[src/rtl/top_fsm_div_pkg.sv]
// Shared types and constants for the top_fsm_div calculator: FSM states,
// 7-segment code table and display digit positions.
package top_fsm_div_pkg;

  typedef enum logic [1:0] {
    S_A    = 2'd0,
    S_B    = 2'd1,
    S_CALC = 2'd2,
    S_DONE = 2'd3
  } state_e;

  // Active-low {g,f,e,d,c,b,a}; entry n is the glyph for hex digit n.
  localparam logic [15:0][6:0] SEG_TABLE = {
    7'b0001110, 7'b0000110, 7'b0100001, 7'b1000110,
    7'b0000011, 7'b0001000, 7'b0010000, 7'b0000000,
    7'b1111000, 7'b0000010, 7'b0010010, 7'b0011001,
    7'b0110000, 7'b0100100, 7'b1111001, 7'b1000000
  };

  localparam logic [6:0] BLANK = 7'b1111111;

  localparam logic [2:0] OP_DIGIT  = 3'd0;
  localparam logic [2:0] ERR_DIGIT = 3'd4;
  localparam logic [2:0] RES_DIGIT = 3'd7;

  function automatic logic [6:0] seg_code(input logic [3:0] value);
    return SEG_TABLE[value];
  endfunction

endpackage

[src/rtl/div_seq_4.sv]
// 4-bit unsigned restoring divider: one quotient bit per clk, done pulses
// one cycle after the fourth step with q holding the quotient.
module div_seq_4 (
  input  logic       clk,
  input  logic       rst,
  input  logic       start,
  input  logic [3:0] a,
  input  logic [3:0] b,
  output logic [3:0] q,
  output logic       done
);

  logic       busy_q, busy_d;
  logic [2:0] cnt_q, cnt_d;
  logic [3:0] rem_q, rem_d;
  logic [3:0] quo_q, quo_d;
  logic [3:0] bd_q, bd_d;
  logic       done_q, done_d;
  logic [4:0] shifted_s;
  logic [3:0] diff_s;

  // Partial remainder with the next dividend bit shifted in; quo_q doubles as
  // the dividend shift register.
  assign shifted_s = {rem_q, quo_q[3]};
  assign diff_s    = shifted_s[3:0] - bd_q;

  // Next-state logic for one restoring step per cycle.
  always_comb begin
    busy_d = busy_q;
    cnt_d  = cnt_q;
    rem_d  = rem_q;
    quo_d  = quo_q;
    bd_d   = bd_q;
    done_d = 1'b0;
    if (start) begin
      busy_d = 1'b1;
      cnt_d  = 3'd4;
      rem_d  = 4'd0;
      quo_d  = a;
      bd_d   = b;
    end else if (busy_q) begin
      if (shifted_s >= {1'b0, bd_q}) begin
        rem_d = diff_s;
        quo_d = {quo_q[2:0], 1'b1};
      end else begin
        rem_d = shifted_s[3:0];
        quo_d = {quo_q[2:0], 1'b0};
      end
      cnt_d = cnt_q - 3'd1;
      if (cnt_q == 3'd1) begin
        busy_d = 1'b0;
        done_d = 1'b1;
      end else begin
        busy_d = 1'b1;
      end
    end else begin
      busy_d = 1'b0;
    end
  end

  // Divider state registers.
  always_ff @(posedge clk or posedge rst) begin
    if (rst) begin
      busy_q <= 1'b0;
      cnt_q  <= 3'd0;
      rem_q  <= 4'd0;
      quo_q  <= 4'd0;
      bd_q   <= 4'd0;
      done_q <= 1'b0;
    end else begin
      busy_q <= busy_d;
      cnt_q  <= cnt_d;
      rem_q  <= rem_d;
      quo_q  <= quo_d;
      bd_q   <= bd_d;
      done_q <= done_d;
    end
  end

  assign q    = quo_q;
  assign done = done_q;

endmodule

[src/rtl/top_fsm_div.sv]
// Board-level 4-bit divider calculator with debounced entry and 8-digit
// multiplexed display. Define SIGNED_DIV_EN for two's-complement operands.
module top_fsm_div
  import top_fsm_div_pkg::*;
#(
  parameter int DEBOUNCE_TICKS = 16,
  parameter int SCAN_DIV       = 10000
) (
  input  logic       clk,
  input  logic       btn_reset_in,
  input  logic       btn_c_in,
  input  logic [3:0] SW,
  output logic [7:0] AN,
  output logic [6:0] CATH,
  output logic       valid_out_LED
);

  localparam int DB_W   = $clog2(DEBOUNCE_TICKS + 1);
  localparam int SCAN_W = (SCAN_DIV > 1) ? $clog2(SCAN_DIV) : 1;

  logic rst;
  assign rst = btn_reset_in;

  logic            sync1_q, sync2_q;
  logic [DB_W-1:0] db_cnt_q, db_cnt_d;
  logic            db_q, db_d, db_prev_q;
  logic            press_s;

  state_e     state_q, state_d;
  logic [3:0] a_q, a_d, b_q, b_d, opnd_q, opnd_d, quo_q, quo_d;
  logic       err_q, err_d, valid_q, valid_d, start_q, start_d;

  logic [3:0] a_mag_s, b_mag_s, div_q_s, quo_res_s;
  logic       div_err_s, div_done_s;

  logic [SCAN_W-1:0] scan_cnt_q, scan_cnt_d;
  logic [2:0]        idx_q, idx_d;
  logic [7:0]        an_q, an_d;
  logic [6:0]        cath_q, cath_d;

  // Debounce: level follows the synchronized input only after a full run of
  // DEBOUNCE_TICKS consecutive samples that disagree with it.
  always_comb begin
    db_cnt_d = '0;
    db_d     = db_q;
    if (sync2_q != db_q) begin
      if (db_cnt_q == DB_W'(DEBOUNCE_TICKS - 1)) begin
        db_d     = sync2_q;
        db_cnt_d = '0;
      end else begin
        db_cnt_d = db_cnt_q + DB_W'(1);
      end
    end else begin
      db_cnt_d = '0;
    end
  end

  assign press_s = db_q & ~db_prev_q;

  // Synchronizer and debouncer registers.
  always_ff @(posedge clk or posedge rst) begin
    if (rst) begin
      sync1_q   <= 1'b0;
      sync2_q   <= 1'b0;
      db_cnt_q  <= '0;
      db_q      <= 1'b0;
      db_prev_q <= 1'b0;
    end else begin
      sync1_q   <= btn_c_in;
      sync2_q   <= sync1_q;
      db_cnt_q  <= db_cnt_d;
      db_q      <= db_d;
      db_prev_q <= db_q;
    end
  end

`ifdef SIGNED_DIV_EN
  logic neg_s;
  assign a_mag_s   = a_q[3] ? (4'd0 - a_q) : a_q;
  assign b_mag_s   = b_q[3] ? (4'd0 - b_q) : b_q;
  assign neg_s     = a_q[3] ^ b_q[3];
  assign div_err_s = (b_q == 4'd0) || ((a_q == 4'h8) && (b_q == 4'hF));
  assign quo_res_s = neg_s ? (4'd0 - div_q_s) : div_q_s;
`else
  assign a_mag_s   = a_q;
  assign b_mag_s   = b_q;
  assign div_err_s = (b_q == 4'd0);
  assign quo_res_s = div_q_s;
`endif

  div_seq_4 u_div (
    .clk  (clk),
    .rst  (rst),
    .start(start_q & ~div_err_s),
    .a    (a_mag_s),
    .b    (b_mag_s),
    .q    (div_q_s),
    .done (div_done_s)
  );

  // Calculator FSM next-state and datapath updates.
  always_comb begin
    state_d = state_q;
    a_d     = a_q;
    b_d     = b_q;
    opnd_d  = opnd_q;
    quo_d   = quo_q;
    err_d   = err_q;
    valid_d = valid_q;
    start_d = 1'b0;
    case (state_q)
      S_A: begin
        if (press_s) begin
          a_d     = SW;
          opnd_d  = SW;
          state_d = S_B;
        end else begin
          state_d = S_A;
        end
      end
      S_B: begin
        if (press_s) begin
          b_d     = SW;
          opnd_d  = SW;
          start_d = 1'b1;
          state_d = S_CALC;
        end else begin
          state_d = S_B;
        end
      end
      S_CALC: begin
        if (div_err_s) begin
          quo_d   = 4'd0;
          err_d   = 1'b1;
          valid_d = 1'b1;
          state_d = S_DONE;
        end else if (div_done_s) begin
          quo_d   = quo_res_s;
          err_d   = 1'b0;
          valid_d = 1'b1;
          state_d = S_DONE;
        end else begin
          state_d = S_CALC;
        end
      end
      S_DONE: begin
        if (press_s) begin
          quo_d   = 4'd0;
          err_d   = 1'b0;
          valid_d = 1'b0;
          opnd_d  = 4'd0;
          state_d = S_A;
        end else begin
          state_d = S_DONE;
        end
      end
      default: begin
        state_d = S_A;
      end
    endcase
  end

  // FSM and operand/result registers.
  always_ff @(posedge clk or posedge rst) begin
    if (rst) begin
      state_q <= S_A;
      a_q     <= 4'd0;
      b_q     <= 4'd0;
      opnd_q  <= 4'd0;
      quo_q   <= 4'd0;
      err_q   <= 1'b0;
      valid_q <= 1'b0;
      start_q <= 1'b0;
    end else begin
      state_q <= state_d;
      a_q     <= a_d;
      b_q     <= b_d;
      opnd_q  <= opnd_d;
      quo_q   <= quo_d;
      err_q   <= err_d;
      valid_q <= valid_d;
      start_q <= start_d;
    end
  end

  // Scan timing and digit selection; anode and segments come from the same
  // index so they always change together.
  always_comb begin
    scan_cnt_d = scan_cnt_q + SCAN_W'(1);
    idx_d      = idx_q;
    if (scan_cnt_q == SCAN_W'(SCAN_DIV - 1)) begin
      scan_cnt_d = '0;
      idx_d      = idx_q + 3'd1;
    end else begin
      idx_d = idx_q;
    end
    an_d = ~(8'b0000_0001 << idx_q);
    case (idx_q)
      OP_DIGIT:  cath_d = seg_code(opnd_q);
      ERR_DIGIT: cath_d = seg_code({3'b000, err_q});
      RES_DIGIT: cath_d = seg_code(quo_q);
      default:   cath_d = BLANK;
    endcase
  end

  // Display registers.
  always_ff @(posedge clk or posedge rst) begin
    if (rst) begin
      scan_cnt_q <= '0;
      idx_q      <= 3'd0;
      an_q       <= 8'b1111_1110;
      cath_q     <= seg_code(4'd0);
    end else begin
      scan_cnt_q <= scan_cnt_d;
      idx_q      <= idx_d;
      an_q       <= an_d;
      cath_q     <= cath_d;
    end
  end

  assign AN            = an_q;
  assign CATH          = cath_q;
  assign valid_out_LED = valid_q;

endmodule

[config.mk]
export PLATFORM = sky130hd
export DESIGN_NAME = top_fsm_div
export DESIGN_NICKNAME = d
export VERILOG_FILES = /design/src/rtl/top_fsm_div_pkg.sv /design/src/rtl/div_seq_4.sv /design/src/rtl/top_fsm_div.sv
export SDC_FILE = /design/constraint.sdc
export NUM_CORES = 1
export LEC_CHECK = 0
export BUFFER_PORTS_ARGS = -buffer_cell sky130_fd_sc_hd__buf_2
export CAP_MARGIN = 30
export CORE_ASPECT_RATIO = 1.2
export CORE_MARGIN = 3
export CORE_UTILIZATION = 39
export DETAILED_ROUTE_END_ITERATION = 8
export SLEW_MARGIN = 20
export SYNTH_ARGS = -nofsm -noshare
export SYNTH_HDL_FRONTEND = slang
export SYNTH_HIERARCHICAL = 1
export SYNTH_SLANG_ARGS = --single-unit
export TNS_END_PERCENT = 100
[constraint.sdc]
create_clock -name clk -period 2 [get_ports clk]
set_clock_uncertainty 0.2 [all_clocks]
set_input_delay 0.1 -clock clk [delete_from_list [all_inputs] [get_ports clk]]
set_output_delay 0.1 -clock clk [all_outputs]
set_load 0.05 [all_outputs]
==> metrics.cfg, run 1 <==
[status]
status = finished clean

[logic_synthesis]
syn-num-nets = 400
synth_top_family_by_area = simple AND/OR/NAND/NOR gates
syn_inst = 364
synth_async_sr_flop_share = 1.00
synth.top_cell.area_share = 0.439
synth_area_leaders = dfrtp_1 (44%), ha_1 (8.7%), dfstp_2 (5.2%), mux2_2 (2.8%), nand2_1 (2.6%)
avgSynthCellArea_sq_um = 11.1
yosys_warnings = 6
yosys.area_share.simple = 0.153
synthFlopType = dfrtp_1
ys_ff_latch = 79
synthAdderAreaFrac = 0.0916
synth_compound_area_frac = 0.115
netlist_area_sq_um = 4040
synth.area.mux_share = 0.0743
ys_types = 60
ys_seq_area_frac = 0.491
synth_top_area_cell = dfrtp_1
synth_edf_count = 0
synth_xor_area_frac = 0.0325

[drt]
dr.pass1.iters = 5
wirelength_mm = 7.16
wl_per_cell_um = 13.5
viasPerCell = 5.04
vias = 2670
drt_iter0_markers = 85
antenna_left = 0
drc = 0

[clock_tree]
cts.clk_slew.worst_paths_ns = 0.06
htree_num_levels = 3
cts_tree = built
cts_inserted_buffers = 9
cts_buffer_depth = 2
clock_sinks = 79
cts_root_buf = clkbuf_16
clock_latency_ns = 0.33

[pwr]
p_sw_frac = 0.212
p_leak_nw = 2.19
power_switching_mw = 0.685
power-per-cell-area_nw_per_um2 = 695
max-vdd-ir-drop_v = 0.000333
sequentialPowerShare = 0.501
intPower_mw = 2.55
power_frac_comb = 0.029
clock_power_share = 0.470

[timing]
period_minus_slack_ns = 1.91
slew_violations = 0
relSlewSlack = 0.550
post-route-period-util = 0.953
worst_pin_slew_ns = 0.676
setup-violations-final = 0
fmax_mhz = 525
rsz0062_at_grt = no
finalHoldViolations = 0
fin_tns_setup_ns = 0

[global_routing]
grt.total_usage = 0.134
grt_max_degree = 63
grt_antenna_before_repair = 0
grt_pass1_vias = 2706
gr-total-overflow = 0
grt_pass1_wl_mm = 12.6

[floorplanning]
rows = 40
die_w_um = 99.0
die-area_sq_um = 11600
coreArea_sq_um = 10100
initial_core_util = 0.402
die_h_um = 118
ios = 23

[placed_design]
place_hpwl_mm = 5.08
place_congestion = 0.795
io_buffer_count = 22
dpl_cell_area_sq_um = 4310

[setup_path]
endpoint_kind = register
cp_max_fo = 6
worstSetupPathType = reg -> reg
crit_required_ns = 2.01
startpoint_type = register
critPathArrivalTime_ns = 1.91

[layout]
final_net_count = 435
antenna_cells = 0
drive_above_1_share = 0.213
area_growth_syn_to_layout_pct = 15.2
layout_common_cells = dfrtp_1 (69), nand2_1 (28), ha_1 (28)
postLayoutCellArea_sq_um = 4660
mostFrequentLayoutCell = dfrtp_1

[worst_hold_path]
hp-class = reg -> reg

[job]
maxCapViolCount = 0

-- per-layer routing --
metal	track usage	part of all wire	vias to the layer above
li1	-	-	1335
met1	0.163	0.45	1278
met2	0.218	0.49	41
met3	0.0344	0.035	16
met4	0.0658	0.023	0
met5	0	0	-
-- logic make-up after synthesis --
group | count (synthesis)
xor gates and xnor gates | 15
buffers and inverters | 37
adders and majority gates | 29
muxes | 25
AOI/OAI and AO/OA | 68
DFF | 79
and+or+nand+nor | 111
-- sequential cells by signal (all words and copies together) (netlist names), 2 cells and up --
register	count
AN	8
quo_q	4
state_q	2
CATH	7
a_mag_s	4
u_div/cnt_q	3
db_cnt_q	5
u_div/q	4
scan_cnt_q	14
opnd_q	4
u_div/bd_q	4
b_mag_s	4
idx_q	3
u_div/rem_q	4
-- repair_timing --
| item | CTS | global route |
|---|---|---|
| endpoints found under the hold margin | 92 | 0 |
| setup endpoints to repair | 0 | 2 |
| setup buffers | 0 | 0 |
| gates resized for setup | 0 | 3 |
| hold buffers | 6 | 0 |
-- cell usage after synthesis (2+ instances only) --
cell type / n
and3_1: 9
a22o_1: 8
dfrtp_1: 71
ha_1: 28
or2_2: 2
o211ai_1: 6
o21ai_1: 2
o311ai_0: 3
nor2_2: 2
mux2_2: 10
xor2_1: 10
mux2_4: 5
nand2_1: 28
o21a_1: 2
a21o_1: 2
xnor2_1: 5
buf_6: 2
nor2_1: 19
and2_1: 7
nand2b_1: 6
a221o_1: 2
dfstp_2: 8
inv_1: 23
nor2b_1: 6
mux2i_1: 9
a21oi_1: 10
nor3b_1: 2
o32ai_1: 2
buf_4: 2
and2b_1: 2
o21ai_0: 20
nand3_1: 10
buf_2: 7
clkbuf_1: 2
nand4_1: 5
nand3b_1: 3
-- power groups by stage --
stage	Sequential [mW]	Combinational, mW	Clock (mW)
floorplan	1.66	0.0476	0
global placement	1.65	0.0886	0
detailed placement	1.65	0.0886	0
CTS	1.62	0.0979	1.59
global route	1.62	0.109	1.66
finish	1.62	0.0940	1.52
-- area by class of cell --
| class | instances | area, sq um |
|---|---|---|
| fillers | 954 | 5400 |
| inverters | 24 | 90.1 |
| multi-input cells | 248 | 1890 |
| well taps | 126 | 158 |
| clock inverters | 3 | 18.8 |
| clock buffers | 13 | 260 |
| repair buffers | 37 | 250 |
| flip-flops and latches | 79 | 1990 |
-- final timing paths --
path	from	endpoint	slack (ns)	cells after the start
worst max-delay path	b_mag_s[2]$_DFFE_PP0P_	u_div/rem_q[0]$_DFFE_PP0P_	0.09	5
worst min-delay path	sync1_q$_DFF_PP0_	sync2_q$_DFF_PP0_	0.15	0
worst max register to register	b_mag_s[2]$_DFFE_PP0P_	u_div/rem_q[0]$_DFFE_PP0P_	0.09	5
worst min register to register	sync1_q$_DFF_PP0_	sync2_q$_DFF_PP0_	0.15	0
max in group asynchronous	btn_reset_in	u_div/q[2]$_DFFE_PP0P_	0.95	3
min in group asynchronous	btn_reset_in	quo_q[1]$_DFFE_PP0P_	0.17	4
-- critical path: stages, from the launching register on --
cell and delay, ns:
dfrtp_1 0.42, nor4_4 0.30, and2b_1 0.27, nand3b_1 0.17, or3_1 0.32, o311ai_0 0.10
-- stage by stage --
step           hold slack, ns  std cells  worst slack, ns   util  total power, mW
5_1_grt                 0.163        530           0.0182  0.463             3.39
3_5_place_dp          0.00311        508           0.0937  0.429             1.74
3_3_place_gp          0.00213        508            0.154  0.429             1.74
2_1_floorplan          -0.174        364          0.00916      -             1.71
4_1_cts                 0.154        530           0.0815  0.462             3.31
6_report                0.149        530           0.0935  0.463             3.24
(Power assumes the default switching activity.)
==> run 2, diff against run 1 <==
Settings changed: SETUP_SLACK_MARGIN set to 0.2.
==> run 2 against run 1 <==
  * Via count increased by 3.6%
  * Hold slack about the same
  * Critical path depth increased by 1
  * Critical path type unchanged
==> metrics.cfg, run 2 (synthesized netlist as in run 1, its figures left out) <==
[status]
status = finished clean  ; unchanged

[placed_design]
place_hpwl_mm = 5.11  ; was 5.08 mm
place_congestion = 0.779  ; was 0.795
dp_slack_ns = 0.0969  ; was 0.0937 ns
io_buffer_count = 22  ; unchanged

[timing]
fin_tns_setup_ns = 0  ; unchanged
post-route-period-util = 0.908  ; was 0.953
period_minus_slack_ns = 1.82  ; was 1.91 ns
finalHoldViolations = 0  ; unchanged
setup_slack_ns = 0.185  ; was 0.0935 ns
fmax_mhz = 551  ; was 525 MHz
worst_pin_slew_ns = 0.766  ; was 0.676 ns
rsz0062_at_grt = yes  ; was no
setup-violations-final = 0  ; unchanged
slew_violations = 0  ; unchanged
relSlewSlack = 0.489  ; was 0.550

[floorplanning]
initial_core_util = 0.402  ; unchanged
coreArea_sq_um = 10100  ; unchanged
die-area_sq_um = 11600  ; unchanged
ios = 23  ; unchanged
die_h_um = 118  ; unchanged
rows = 40  ; unchanged
die_w_um = 99.0  ; unchanged

[setup_path]
r2r-start = b_mag_s[2]$_DFFE_PP0P_  ; unchanged
timing.rr.end = u_div/rem_q[3]$_DFFE_PP0P_  ; was u_div/rem_q[0]$_DFFE_PP0P_
cp_max_fo = 20  ; was 6
worstSetupPathType = reg -> reg  ; unchanged
startpoint_type = register  ; unchanged
critPathArrivalTime_ns = 1.85  ; was 1.91 ns
rr_worst_depth = 6  ; was 5
endpoint_kind = register  ; unchanged
crit_required_ns = 2.03  ; was 2.01 ns
reg2reg_slack_ns = 0.18  ; was 0.09 ns

[clock_tree]
clock_latency_ns = 0.33  ; about the same
htree_num_levels = 3  ; unchanged
cts_inserted_buffers = 9  ; unchanged
clock_sinks = 79  ; unchanged
cts_root_buf = clkbuf_16  ; unchanged
cts_tree = built  ; unchanged
cts.clk_slew.worst_paths_ns = 0.06  ; about the same
cts_buffer_depth = 2  ; unchanged

[worst_hold_path]
min_path_cells = 0  ; unchanged
min_to = sync2_q$_DFF_PP0_  ; unchanged
hp-class = reg -> reg  ; unchanged
min_from = sync1_q$_DFF_PP0_  ; unchanged

[global_routing]
gr-total-overflow = 0  ; unchanged
grt_pass1_wl_mm = 12.4  ; was 12.6 mm
grt_antenna_before_repair = 0  ; unchanged
grt.total_usage = 0.131  ; was 0.134
grt_pass1_vias = 2691  ; was 2706
grt_max_degree = 60  ; was 63

[drt]
wl_met3_um = 293  ; was 253 um
wirelength_mm = 7.39  ; was 7.16 mm
dr.pass1.iters = 4  ; was 5
dr_wl_met2_mm = 3.78  ; was 3.53 mm
viasPerCell = 5.10  ; was 5.04
drt_iter0_markers = 84  ; was 85
vias = 2765  ; was 2670
wl_per_cell_um = 13.6  ; was 13.5 um
drc = 0  ; unchanged
wl_met1_mm = 3.17  ; was 3.21 mm
antenna_left = 0  ; unchanged
dr.max_layer_used = met4  ; unchanged

[layout]
largest-register = scan_cnt_q  ; unchanged
layout_common_cells = dfrtp_1 (69), nand2_1 (27), ha_1 (25)  ; was dfrtp_1 (69), nand2_1 (28), ha_1 (28)
largest_reg_flops = 14  ; unchanged
area_growth_syn_to_layout_pct = 22.2  ; was 15.2%
nFillCells = 889  ; was 954
drive_above_1_share = 0.274  ; was 0.213
antenna_cells = 0  ; unchanged
mostFrequentLayoutCell = dfrtp_1  ; unchanged
final_net_count = 447  ; was 435

[pwr]
p_leak_nw = 2.29  ; was 2.19 nW
p_total_mw = 3.70  ; was 3.24 mW
max-vdd-ir-drop_v = 0.000389  ; was 0.000333 V
power-per-cell-area_nw_per_um2 = 748  ; was 695 nW/um^2

[job]
maxCapViolCount = 0  ; unchanged

## run 2: layout make-up
class / instances / area (sq um) / share of cell area
inverter: 24 / 93.8 / 0.0190
timing repair buffer: 49 / 355 / 0.0719
tap: 126 / 158 / 0.0319
sequential: 79 / 1990 / 0.403
clock buffer: 10 / 229 / 0.0463
multi-input combinational: 248 / 1980 / 0.401
clock inverter: 6 / 133 / 0.0268
## run 2: worst max path at each step
| stage | to | slack (ns) | startpoint | depth (start not counted) |
|---|---|---|---|---|
| finish | u_div/rem_q[3]$_DFFE_PP0P_ | 0.18 | b_mag_s[2]$_DFFE_PP0P_ | 6 |
| global route | u_div/rem_q[3]$_DFFE_PP0P_ | 0.11 | b_mag_s[2]$_DFFE_PP0P_ | 6 |
| CTS | u_div/rem_q[0]$_DFFE_PP0P_ | 0.15 | b_mag_s[3]$_DFFE_PP0P_ | 5 |
| detailed placement | CATH[3]$_DFF_PP0_ | 0.1 | opnd_q[1]$_DFFE_PP0P_ | 6 |
| global placement | CATH[3]$_DFF_PP0_ | 0.16 | opnd_q[0]$_DFFE_PP0P_ | 6 |
| floorplan | u_div/rem_q[0]$_DFFE_PP0P_ | 0.05 | b_mag_s[2]$_DFFE_PP0P_ | 6 |
## run 2: what timing repair did
| action | CTS | global route |
|---|---|---|
| endpoints found under the setup margin | 8 | 15 |
| setup buffers | 5 | 8 |
| gates resized for setup | 2 | 24 |
| pin swaps | 2 | 5 |
| endpoints found under the hold margin | 87 | 0 |
| hold buffers | 7 | 0 |
## run 2: report_power, final
| group | total, mW | internal, mW | switching [mW] |
|---|---|---|---|
| clock | 1.98 | 1.34 | 0.635 |
| combinational | 0.0974 | 0.0351 | 0.0623 |
| sequential | 1.62 | 1.61 | 0.00954 |
| total | 3.70 | 2.99 | 0.707 |
## run 2: routing by layer
layer	GRT usage	up-vias
met5	0	-
met4	0.0461	0
met3	0.0362	15
met2	0.226	47
met1	0.156	1339
li1	-	1364
## run 2: worst max-delay path, cell delays in order, from the launching register on
cell and delay, ns:
dfrtp_1 0.41, nor4_4 0.28, and2b_4 0.25, buf_4 0.14, buf_12 0.14, nand2b_1 0.15
o32ai_2 0.14
## run 2: per-stage QoR
stage	cells	cell area (sq um)	hold slack (ns)	utilization
6_report	542	4940	0.150	0.491
5_1_grt	542	4940	0.155	0.491
4_1_cts	534	4770	0.150	0.475
3_5_place_dp	506	4300	-0.186	0.428
3_3_place_gp	506	4300	-0.188	0.428
2_1_floorplan	364	4060	-0.174	-
==> run 3, diff against run 2 <==
Settings changed: CELL_PAD_IN_SITES_DETAIL_PLACEMENT set to 2, CELL_PAD_IN_SITES_GLOBAL_PLACEMENT set to 2, CORE_UTILIZATION 39 to 37, PLACE_DENSITY_LB_ADDON set to 0.1.
==> run 3 against run 2 <==
  * Sequential power barely moved
  * Global-route usage rose by 4.5 points
  * Via count rose by 4.2%
  * Critical path depth decreased by 1
  * Utilization is 2.0 points lower
  * Worst setup slack worse by 0.022 ns
  * Highest routed layer unchanged
  * Final cell count increased by 1.1%
  * Total power is 5.5% lower
  * Sequential share of layout area fell by 0.26 points
  * Cell area increased by 0.79%
==> metrics.cfg, run 3 (synthesized netlist as in run 1, its figures left out) <==
[status]
status = finished clean  ; unchanged

[timing]
slew_violations = 0  ; unchanged
relSlewSlack = 0.520  ; was 0.489
fin_tns_setup_ns = 0  ; unchanged
finalHoldViolations = 0  ; unchanged
rsz0062_at_grt = yes  ; unchanged
fmax_mhz = 544  ; was 551 MHz
setup-violations-final = 0  ; unchanged
period_minus_slack_ns = 1.84  ; was 1.82 ns
worst_pin_slew_ns = 0.719  ; was 0.766 ns
post-route-period-util = 0.919  ; was 0.908
fin_hold_ws_ns = 0.152  ; was 0.150 ns
setup_slack_ns = 0.162  ; was 0.185 ns

[clock_tree]
cts_tree = built  ; unchanged
cts_buffer_depth = 2  ; unchanged
clock_latency_ns = 0.34  ; was 0.33 ns
cts.clk_slew.worst_paths_ns = 0.06  ; about the same
clock_sinks = 79  ; unchanged
cts_inserted_buffers = 9  ; unchanged
htree_num_levels = 3  ; unchanged
cts_root_buf = clkbuf_16  ; unchanged

[placed_design]
dpl_cell_area_sq_um = 4330  ; was 4300 sq um
dp_cells = 512  ; was 506
place_congestion = 0.767  ; was 0.779
io_buffer_count = 22  ; unchanged
place_hpwl_mm = 7.01  ; was 5.11 mm
dp_slack_ns = 0.0391  ; was 0.0969 ns

[setup_path]
critPathArrivalTime_ns = 1.87  ; was 1.85 ns
endpoint_kind = register  ; unchanged
worstSetupPathType = reg -> reg  ; unchanged
crit_required_ns = 2.03  ; about the same
path_buf_inv = 0  ; was 2
crit_path_top_delay_cell = dfrtp_1  ; unchanged
critPathTopFamily = simple AND/OR/NAND/NOR gates  ; unchanged
cp_max_fo = 7  ; was 20
cpPeakStageDelay_ns = 0.41  ; about the same
crit_path_cell_trace = nor4_4, and2b_4, nand3b_1, or3_4, o311ai_2  ; was nor4_4, and2b_4, buf_4, buf_12, nand2b_1, o32ai_2
startpoint_type = register  ; unchanged

[drt]
drc = 0  ; unchanged
vias = 2882  ; was 2765
wirelength_mm = 10.5  ; was 7.39 mm
wl_per_cell_um = 19.1  ; was 13.6 um
dr.pass1.iters = 4  ; unchanged
viasPerCell = 5.26  ; was 5.10
drt_iter0_markers = 78  ; was 84
antenna_left = 0  ; unchanged

[layout]
final_net_count = 450  ; was 447
nFillCells = 1067  ; was 889
layout_common_cells = dfrtp_1 (67), nand2_1 (26), buf_2 (22)  ; was dfrtp_1 (69), nand2_1 (27), ha_1 (25)
area_growth_syn_to_layout_pct = 23.1  ; was 22.2%
drive_above_1_share = 0.308  ; was 0.274
largest_reg_flops = 14  ; unchanged
antenna_cells = 0  ; unchanged
largest-register = scan_cnt_q  ; unchanged
multi_input_comb_area_sq_um = 2050  ; was 1980 sq um
postLayoutCellArea_sq_um = 4980  ; was 4940 sq um
fin_util = 0.471  ; was 0.491
finalNonFillerCells = 548  ; was 542
mostFrequentLayoutCell = dfrtp_1  ; unchanged
regArea_sq_um = 1990  ; about the same

[pwr]
sequentialPowerShare = 0.464  ; was 0.439
p_sw_frac = 0.215  ; was 0.191
intPower_mw = 2.74  ; was 2.99 mW
power_frac_comb = 0.030  ; was 0.026
power_switching_mw = 0.751  ; was 0.707 mW
power-per-cell-area_nw_per_um2 = 702  ; was 748 nW/um^2
p_leak_nw = 2.29  ; about the same
p_total_mw = 3.50  ; was 3.70 mW
clock_power_share = 0.506  ; was 0.535
max-vdd-ir-drop_v = 0.000419  ; was 0.000389 V

[floorplanning]
rows = 41  ; was 40
die-area_sq_um = 12200  ; was 11600 sq um
die_w_um = 101  ; was 99.0 um
coreArea_sq_um = 10600  ; was 10100 sq um
die_h_um = 121  ; was 118 um
ios = 23  ; unchanged
initial_core_util = 0.383  ; was 0.402

[global_routing]
grt_pass1_vias = 3177  ; was 2691
gr-total-overflow = 0  ; unchanged
grt.total_usage = 0.176  ; was 0.131
grt_pass1_wl_mm = 16.6  ; was 12.4 mm
grt_max_degree = 35  ; was 60
grt_antenna_before_repair = 0  ; unchanged

[job]
maxCapViolCount = 0  ; unchanged

[worst_hold_path]
hp-class = reg -> reg  ; unchanged

[run 3: area by class of cell]
class                           instances  area share
Timing Repair Buffer                   52      0.0744
Tap cell                              129      0.0324
Sequential cell                        79       0.400
Clock inverter                          5      0.0166
Clock buffer                           11      0.0467
Multi-Input combinational cell        248       0.411
Inverter                               24      0.0188
[run 3: power by group through the flow]
stage               sequential [mW]  combinational [mW]  clock, mW
global route                   1.62               0.119       1.88
finish                         1.62               0.106       1.77
CTS                            1.62               0.107       1.81
global placement               1.65              0.0919          0
floorplan                      1.66              0.0480          0
detailed placement             1.65              0.0962          0
[run 3: what timing repair did]
| action | CTS | global route |
|---|---|---|
| buffers inserted | 8 | 6 |
| resized for setup | 14 | 29 |
| hold buffers | 6 | 0 |
| setup endpoints to repair | 16 | 34 |
| pin swaps | 1 | 11 |
| endpoints found under the hold margin | 50 | 0 |
[run 3: final timing paths]
| kind | startpoint | endpoint | slack [ns] | cells after the start |
|---|---|---|---|---|
| hold reg to reg | sync1_q$_DFF_PP0_ | sync2_q$_DFF_PP0_ | 0.15 | 0 |
| min in group asynchronous | btn_reset_in | db_q$_DFFE_PP0P_ | 0.22 | 3 |
| setup / recovery | b_mag_s[2]$_DFFE_PP0P_ | u_div/rem_q[0]$_DFFE_PP0P_ | 0.16 | 5 |
| hold / removal | sync1_q$_DFF_PP0_ | sync2_q$_DFF_PP0_ | 0.15 | 0 |
| max in group asynchronous | btn_reset_in | quo_q[0]$_DFFE_PP0P_ | 0.77 | 4 |
| setup reg to reg | b_mag_s[2]$_DFFE_PP0P_ | u_div/rem_q[0]$_DFFE_PP0P_ | 0.16 | 5 |
[run 3: per-layer routing]
metal,global-route usage,vias to the layer above,wire length (um)
met5,0,-,0
met4,0.0707,0,203
met3,0.0231,15,202
met2,0.311,36,5630
met1,0.213,1471,4430
li1,-,1360,-
